### src/rtl/keypad_matrix_scan.sv
// Row-scanning keypad controller: drives one row at a time, debounces the sensed
// columns and reports single-key press events with optional auto-repeat.
//
// state    | meaning
// ---------+-------------------------------------------------------------
// IDLE     | rows off, scan restarts at row 0
// DRIVE    | drive the current row, clear the counter
// SETTLE   | wait for the column lines to settle, look for a press
// DEBOUNCE | require a stable column pattern for DEBOUNCE cycles
// PRESSED  | one-cycle key event, latch key_row/key_col
// HOLD     | key held on the current row, auto-repeat timing
// RELEASE  | require DEBOUNCE released cycles before scanning resumes
module keypad_matrix_scan #(
  parameter int NROWS        = 4,
  parameter int NCOLS        = 4,
  parameter int SCAN_DELAY   = 2,
  parameter int DEBOUNCE     = 15,
  parameter int REPEAT_EN    = 0,
  parameter int REPEAT_DELAY = 300,
  parameter int REPEAT_RATE  = 100
) (
  input  logic                     clk,
  input  logic                     reset,
  input  logic [NCOLS-1:0]         col,
  output logic [NROWS-1:0]         rows,
  output logic                     key_valid,
  output logic [$clog2(NROWS)-1:0] key_row,
  output logic [$clog2(NCOLS)-1:0] key_col,
  output logic                     key_repeat,
  output logic                     multi_err
);

  localparam int RW      = $clog2(NROWS);
  localparam int CW      = $clog2(NCOLS);
  localparam int MAX_A   = (SCAN_DELAY > DEBOUNCE) ? SCAN_DELAY : DEBOUNCE;
  localparam int MAX_B   = (REPEAT_DELAY > REPEAT_RATE) ? REPEAT_DELAY : REPEAT_RATE;
  localparam int CNT_MAX = (MAX_A > MAX_B) ? MAX_A : MAX_B;
  localparam int CNTW    = $clog2(CNT_MAX + 1);

  localparam logic [CNTW-1:0] CNT_SAT = CNTW'(CNT_MAX);
  localparam logic [CNTW-1:0] SD_LIM  = CNTW'(SCAN_DELAY);
  localparam logic [CNTW-1:0] DB_LIM  = CNTW'(DEBOUNCE);
  localparam logic [CNTW-1:0] REL_LIM = CNTW'(DEBOUNCE - 1);
  // In HOLD the counter reads 0 on the cycle after each key_valid pulse and the
  // repeat pulse is registered, so period P fires when the counter reaches P-2.
  // REPEAT_DELAY and REPEAT_RATE must therefore be at least 2.
  localparam logic [CNTW-1:0] RD_LIM  = CNTW'(REPEAT_DELAY - 2);
  localparam logic [CNTW-1:0] RR_LIM  = CNTW'(REPEAT_RATE - 2);
  localparam logic [RW-1:0]   LAST_ROW = RW'(NROWS - 1);

  localparam logic [2:0] S_IDLE     = 3'd0;
  localparam logic [2:0] S_DRIVE    = 3'd1;
  localparam logic [2:0] S_SETTLE   = 3'd2;
  localparam logic [2:0] S_DEBOUNCE = 3'd3;
  localparam logic [2:0] S_PRESSED  = 3'd4;
  localparam logic [2:0] S_HOLD     = 3'd5;
  localparam logic [2:0] S_RELEASE  = 3'd6;

  logic [2:0]       state;
  logic [RW-1:0]    scan_idx;
  logic [RW-1:0]    next_idx;
  logic [CNTW-1:0]  cnt;
  logic [CNTW-1:0]  cnt_inc;
  logic [NCOLS-1:0] col_m;
  logic [NCOLS-1:0] col_s;
  logic [NCOLS-1:0] cap_col;
  logic             cap_onehot;
  logic             key_ok;
  logic             rep_next;

  function automatic logic [CW-1:0] col_index(input logic [NCOLS-1:0] v);
    col_index = '0;
    for (int i = 0; i < NCOLS; i++) begin
      if (v[i]) col_index = CW'(i);
    end
  endfunction

  assign cnt_inc    = (cnt == CNT_SAT) ? cnt : cnt + CNTW'(1);
  assign next_idx   = (scan_idx == LAST_ROW) ? '0 : scan_idx + RW'(1);
  assign cap_onehot = ((cap_col & (cap_col - NCOLS'(1))) == '0);
  assign rows       = (state == S_IDLE) ? '0 : (NROWS'(1) << scan_idx);

  always_ff @(posedge clk or negedge reset) begin
    if (!reset) begin
      state      <= S_IDLE;
      scan_idx   <= '0;
      cnt        <= '0;
      col_m      <= '0;
      col_s      <= '0;
      cap_col    <= '0;
      key_ok     <= 1'b0;
      rep_next   <= 1'b0;
      key_valid  <= 1'b0;
      key_repeat <= 1'b0;
      multi_err  <= 1'b0;
      key_row    <= '0;
      key_col    <= '0;
    end else begin
      col_m      <= col;
      col_s      <= col_m;
      key_valid  <= 1'b0;
      key_repeat <= 1'b0;
      multi_err  <= 1'b0;
      case (state)
        S_IDLE: begin
          cnt      <= '0;
          scan_idx <= '0;
          state    <= S_DRIVE;
        end
        S_DRIVE: begin
          cnt   <= '0;
          state <= S_SETTLE;
        end
        S_SETTLE: begin
          if (col_s != '0) begin
            cap_col <= col_s;
            cnt     <= '0;
            state   <= S_DEBOUNCE;
          end else if (cnt >= SD_LIM) begin
            scan_idx <= next_idx;
            state    <= S_DRIVE;
          end else begin
            cnt <= cnt_inc;
          end
        end
        S_DEBOUNCE: begin
          if (col_s == '0) begin
            scan_idx <= next_idx;
            state    <= S_DRIVE;
          end else if (col_s != cap_col) begin
            cap_col <= col_s;
            cnt     <= '0;
          end else if (cnt >= DB_LIM) begin
            if (cap_onehot) begin
              key_row   <= scan_idx;
              key_col   <= col_index(cap_col);
              key_valid <= 1'b1;
              key_ok    <= 1'b1;
              rep_next  <= 1'b0;
              state     <= S_PRESSED;
            end else begin
              multi_err <= 1'b1;
              key_ok    <= 1'b0;
              cnt       <= '0;
              state     <= S_HOLD;
            end
          end else begin
            cnt <= cnt_inc;
          end
        end
        S_PRESSED: begin
          cnt   <= '0;
          state <= S_HOLD;
        end
        S_HOLD: begin
          if ((col_s & cap_col) == '0) begin
            cnt   <= '0;
            state <= S_RELEASE;
          end else if (key_valid) begin
            cnt <= '0;
          end else begin
            cnt <= cnt_inc;
            if ((REPEAT_EN != 0) && key_ok && (cnt == (rep_next ? RR_LIM : RD_LIM))) begin
              key_valid  <= 1'b1;
              key_repeat <= 1'b1;
              rep_next   <= 1'b1;
            end
          end
        end
        S_RELEASE: begin
          if ((col_s & cap_col) != '0) begin
            cnt   <= '0;
            state <= S_HOLD;
          end else if (cnt >= REL_LIM) begin
            scan_idx <= next_idx;
            state    <= S_DRIVE;
          end else begin
            cnt <= cnt_inc;
          end
        end
        default: state <= S_IDLE;
      endcase
    end
  end

endmodule

### config.mk
export PLATFORM = sky130hd
export DESIGN_NAME = keypad_matrix_scan
export DESIGN_NICKNAME = d
export VERILOG_FILES = /design/src/rtl/keypad_matrix_scan.sv
export SDC_FILE = /design/constraint.sdc
export NUM_CORES = 1
export LEC_CHECK = 0
export ABC_CLOCK_PERIOD_IN_PS = 3660
export CAP_MARGIN = 20
export CORE_UTILIZATION = 45
export CTS_CLUSTER_SIZE = 25
export DETAILED_ROUTE_END_ITERATION = 8
export PLACE_DENSITY = 0.65
export SYNTH_ARGS = -nofsm -noshare
export SYNTH_HDL_FRONTEND = slang
export SYNTH_SLANG_ARGS = --single-unit
### constraint.sdc
create_clock -name clk -period 3.66 [get_ports clk]
set_clock_uncertainty 0.05 [all_clocks]
set_input_delay 0.915 -clock clk [delete_from_list [all_inputs] [get_ports clk]]
set_output_delay 0.915 -clock clk [all_outputs]
set_load 0.01 [all_outputs]
* Yosys cells after proc, flatten, opt, wreduce, memory -nomap -nowiden
Cells that the tools add are included.
** Storage, ports and cells
- Bits in registers :: 32
- Bits of input ports :: 6
- Word-level logic and storage cells :: 108
** Operators by class
- Add/subtract/negate cells :: 3
- Magnitude comparators :: 3
- Eq/ne operators :: 25
- Shift operators :: 1
- Muxes and demuxes :: 47
- Bitwise operators :: 4
- Reductions and logical operators :: 15
** Operators by type and width (count)
- $mux 9 :: 11
- $pmux 9 s5 :: 1
- $mux 3 :: 8
- $pmux 3 s7 :: 1
- $ge 9x4->1 const B :: 2
- $ne 2x2->1 const B :: 9
- $ne 3x3->1 const B :: 6
- $mux 2 :: 8
- $mux 4 :: 4
- $reduce_and 5->1 :: 3
- $logic_not 4->1 :: 3
- $mux 1 :: 12
- $reduce_bool 4->1 :: 3
- $add 9x1->9 const B :: 1
- $eq 3x3->1 const B :: 3
- $eq 9x9->1 const B :: 1
- $ge 9x2->1 const B :: 1
- $and 4x4->4 :: 2
- $pmux 2 s4 :: 1
- $pmux 4 s2 :: 1
- $eq 3x2->1 const B :: 2
- $reduce_and 6->1 :: 1
- $reduce_bool 5->1 :: 1
- $ne 4x4->1 :: 1
- 11 further kinds :: 12

* Logic depth before layout (Yosys ltp)
- Depth in word-level cells :: 8
- Depth in mapped cells :: 9
- Gate-level depth less buffers :: 8

* Worst setup path before layout
No wires, ideal clock.
- Path kind :: register to register
- Start point :: reg cnt[0]
- End point :: reg cnt[1]
- Library setup time :: 122 ps
- Data arrival time :: 1986 ps
- Setup slack :: 1503 ps
- Cell stages (with the launch flop) :: 10
- Path buffers :: 1
- Cells stage by stage :: dfrtp_1 -> inv_1 -> ha_1 -> nor4_2 -> nand2b_1 -> o211a_1 -> a311oi_2 -> buf_4 -> o21ai_0 -> a32o_1
** On the way
- Word-level cells in the longest chain between the ends :: 6
- Elaborated cells between the ends (all ways) :: 20
- Classes of those cells :: add/sub: 1; order compare: 3; eq/ne: 4; mux: 11; reduce/logical: 1
** RTL lines
- start: declaration :: RTL line 62 : logic [CNTW-1:0] cnt;
- start signal: assignment :: RTL line 123 : cnt <= cnt_inc;
- start signal: assignment :: RTL line 148 : cnt <= cnt_inc;
- start signal: assignment :: RTL line 162 : cnt <= cnt_inc;
- $add 9x1->9 / $eq 9x9->1 (equally long branches) :: RTL line 78 : assign cnt_inc = (cnt == CNT_SAT) ? cnt : cnt + CNTW'(1);
- $mux 9 :: RTL line 78
- $mux 9 :: RTL line 133 : end else if (cnt >= DB_LIM) begin
- $mux 9 :: RTL line 130 : end else if (col_s != cap_col) begin
- $mux 9 :: RTL line 127 : if (col_s == '0) begin
- $pmux 9 s5 :: RTL line 104 : case (state)
Several ways; a longest one is shown, not always the timed one. The select of a mux whose other input is x is not followed.
A chain may end at the register's enable or synchronous reset.

* Final worst setup path
- Start point :: reg state[0]
- End point :: out rows[2]
** On the way
- Word-level cells in the longest chain between the ends :: 2
** RTL lines
- start: declaration :: RTL line 59 : logic [2:0] state;
- start signal: assignment :: RTL line 85 : state <= S_IDLE;
- start signal: assignment :: RTL line 108 : state <= S_DRIVE;
- start signal: assignment :: RTL line 112 : state <= S_SETTLE;
- $logic_not 3->1 :: RTL line 81 : assign rows = (state == S_IDLE) ? '0 : (NROWS'(1) << scan_idx);
- $mux 4 :: RTL line 81
- end: declaration :: RTL line 25 : output logic [NROWS-1:0] rows,
Every way passes these cells.

==> flow_summary.toml <==
[worst_setup_path]
r2r-start = "cnt[0]"
critPathKind = "reg2out"
slowest_delay_ns = 0.53
cpMaxStageDelayCell = "dfrtp_1"
cp-startpoint = "state[0]"
path_max_fanout = 14
path_cells = "nor3_1, nor2b_1, clkdlybuf4s50_1"
crit_path_end_kind = "output port"
cp.required_ns = 2.69
arrival_ns = 1.92
start_kind = "flop"

[clock_tree]
clk_path_buf_depth = 2
cts_buffers = 5
cts_setup_buffers = 0
cts_num_sinks = 32
cts_resized = 0
cts.reportedPaths.clkPinSlew_ns = 0.07
worstSkewPairLatency_ns = 0.29
htree_levels = 2
ctsHoldBuffers = 0
root_buffer = "clkbuf_8"
tritoncts = "built"

[power_and_ir_drop]
vdd_drop_max_mv = 0.277
p_switching_mw = 0.403
pwr-share-clk_pct = 24.3
p_int_mw = 0.745
p_per_area_nw_per_um2 = 549
p_seq_share_pct = 41.5
leakage_nw = 0.911
p_sw_share_pct = 35.1
power_frac_comb_pct = 34.2

[logic_synthesis]
ys_ff_latch = 32
syn_inst = 181
synth.cell_area_sq_um = 1810
netlist_top_cells_area = "dfrtp_1 44%, ha_1 7.6%, o21ai_0 3.3%, mux2_2 3.1%, a21oi_1 2.8%"
synth_area_leader_cell = "dfrtp_1"
async_reset_ff_share_pct = 100
synth.avg_cell_area_sq_um = 9.98
yosys_warnings = 0
syn-num-nets = 198
yosysTopAreaCellShare_pct = 44.3
synthDistinctLibCells = 48
synth_ff_type = "dfrtp_1"
synth_edf_count = 0
synth.yosys.seq_area_share_pct = 44.3

[floorplan]
dieHeight_um = 65.4
fp.dieArea_sq_um = 4270
ioPinCount = 17
num_rows = 22
core-area_sq_um = 3740
initial_core_util_pct = 48.3
die_x_um = 65.4

[timing]
fin_ws_ns = 0.778
worst_pin_slew_ns = 0.794
hold_violations = 0
finalCriticalPeriod_ns = 2.88
fmax_ghz = 0.347
slew_headroom_pct = 47.0
fin_setup_tns_ns = 0
maxSlewViolCount = 0
setup_violations = 0
hold_slack_ns = 0.297
rsz0062_at_grt = "false"
post-route-period-util_pct = 78.8

[worst_hold_path]
holdCritStartpoint = "col_m[1]"
hold_path_class = "reg2reg"

[final_layout]
diodes = 0
final_cell_mix = "32 x dfrtp_1, 15 x clkdlybuf4s50_1, 12 x o21ai_0"
fillers = 347
area_growth_syn_to_layout_pct = 15.9
postLayoutCellArea_sq_um = 2090
seqCellArea_sq_um = 801
drive_gt1_share_pct = 12.5
multi_input_area_sq_um = 937
layout.nets = 216
final_common_cell = "dfrtp_1"

[drt]
drc = 0
initialDrtViolationCount = 84
ant_nets = 0
vias = 1421
viasPerCell = 5.73
routed_wl_um = 3360
wl_per_cell_um = 13.6
first_pass_iters = 5

[grt]
grt.total_usage_pct = 18.3
antenna_found_initial = 0
first_global_vias = 1286
grt_max_degree = 33
grt_overflow_total = 0
grt_pass1_wl_um = 5890

[place]
dpl.hpwl_um = 2550
globalplace.congestion = 0.882
place_area_sq_um = 2000
numPortBuffers = 15
place_ws_ns = 0.952

[status]
status = "complete, no violations"

[job]
drv_cap = 0
## state kept, by name, summed over array words and instances (netlist names)
| signal | cells |
|---|---|
| scan_idx | 2 |
| multi_err | 1 |
| cap_col | 4 |
| col_m | 4 |
| key_row | 2 |
| state | 3 |
| cnt | 9 |
| key_valid | 1 |
| col_s | 4 |
| key_col | 2 |
## area by class of cell
type,instances,area share [%]
clock buffers,6,3.95
clock inverters,2,0.478
inverters,10,1.79
multi-input cells,133,44.8
flip-flops and latches,32,38.3
well taps,48,2.87
repair buffers,17,7.89
## synthesized netlist by cell type (2+ instances only)
cell type  number
dfrtp_1        32
o21ai_0        12
ha_1           11
nand2_1        11
nor2_1         11
a21oi_1        10
inv_1          10
nand3_1        10
nor2b_1         8
nor3_1          8
mux2_2          5
mux2i_1         5
and3_1          3
clkbuf_1        3
a21o_1          2
a22o_1          2
a31o_2          2
a32o_1          2
buf_4           2
nand2b_1        2
nor4_1          2
or4b_1          2
## worst max-delay path: cells and delay by family (launching register included)
family	cells	cell delay (ns)
and+or+nand+nor	2	0.60
buffers and inverters	1	0.50
DFF	1	0.53
## power groups by stage
stage	Clock [mW]	Combinational [mW]	Sequential, mW
4_1_cts	0.289	0.397	0.475
3_3_place_gp	0	0.376	0.479
3_5_place_dp	0	0.395	0.482
5_1_grt	0.305	0.443	0.487
2_1_floorplan	0	0.303	0.448
6_report	0.279	0.393	0.476
## final timing paths
kind	end	depth (start not counted)	slack (ns)
setup / recovery	rows[2]	3	0.78
hold / removal	col_s[1]	0	0.30
setup reg to reg	cnt[7]	8	0.92
hold reg to reg	col_s[1]	0	0.30
max in group asynchronous	cnt[6]	2	2.29
min in group asynchronous	cnt[1]	2	0.97
## stage by stage
step / power, mW / instances / util [%]
floorplan: 0.751 / 181 / -
finish: 1.15 / 248 / 55.9
CTS: 1.16 / 248 / 55.9
detailed placement: 0.877 / 240 / 53.4
global placement: 0.855 / 240 / 53.4
global route: 1.24 / 248 / 55.9
## logic make-up (layout without fill, tap and decap cells)
| logic type | after synthesis | count (layout) | synth area share (%) |
|---|---|---|---|
| AND/OR/NAND/NOR | 69 | 69 | 22.1 |
| other | 1 | 1 | 0.208 |
| flip-flops | 32 | 32 | 44.3 |
| AO/OA/AOI/OAI | 42 | 42 | 16.1 |
| multiplexers | 10 | 10 | 5.89 |
| adder cells (fa/ha/maj) | 11 | 11 | 7.62 |
| buffers and inverters | 16 | 35 | 3.81 |
## routing by layer
| metal | vias up | GRT usage [%] | share of wire (%) |
|---|---|---|---|
| li1 | 687 | - | - |
| met1 | 700 | 23.9 | 45 |
| met2 | 28 | 29.0 | 50 |
| met3 | 6 | 4.69 | 3.4 |
| met4 | 0 | 7.34 | 1.8 |
| met5 | - | 0 | 0 |
(Power assumes the default switching activity.)
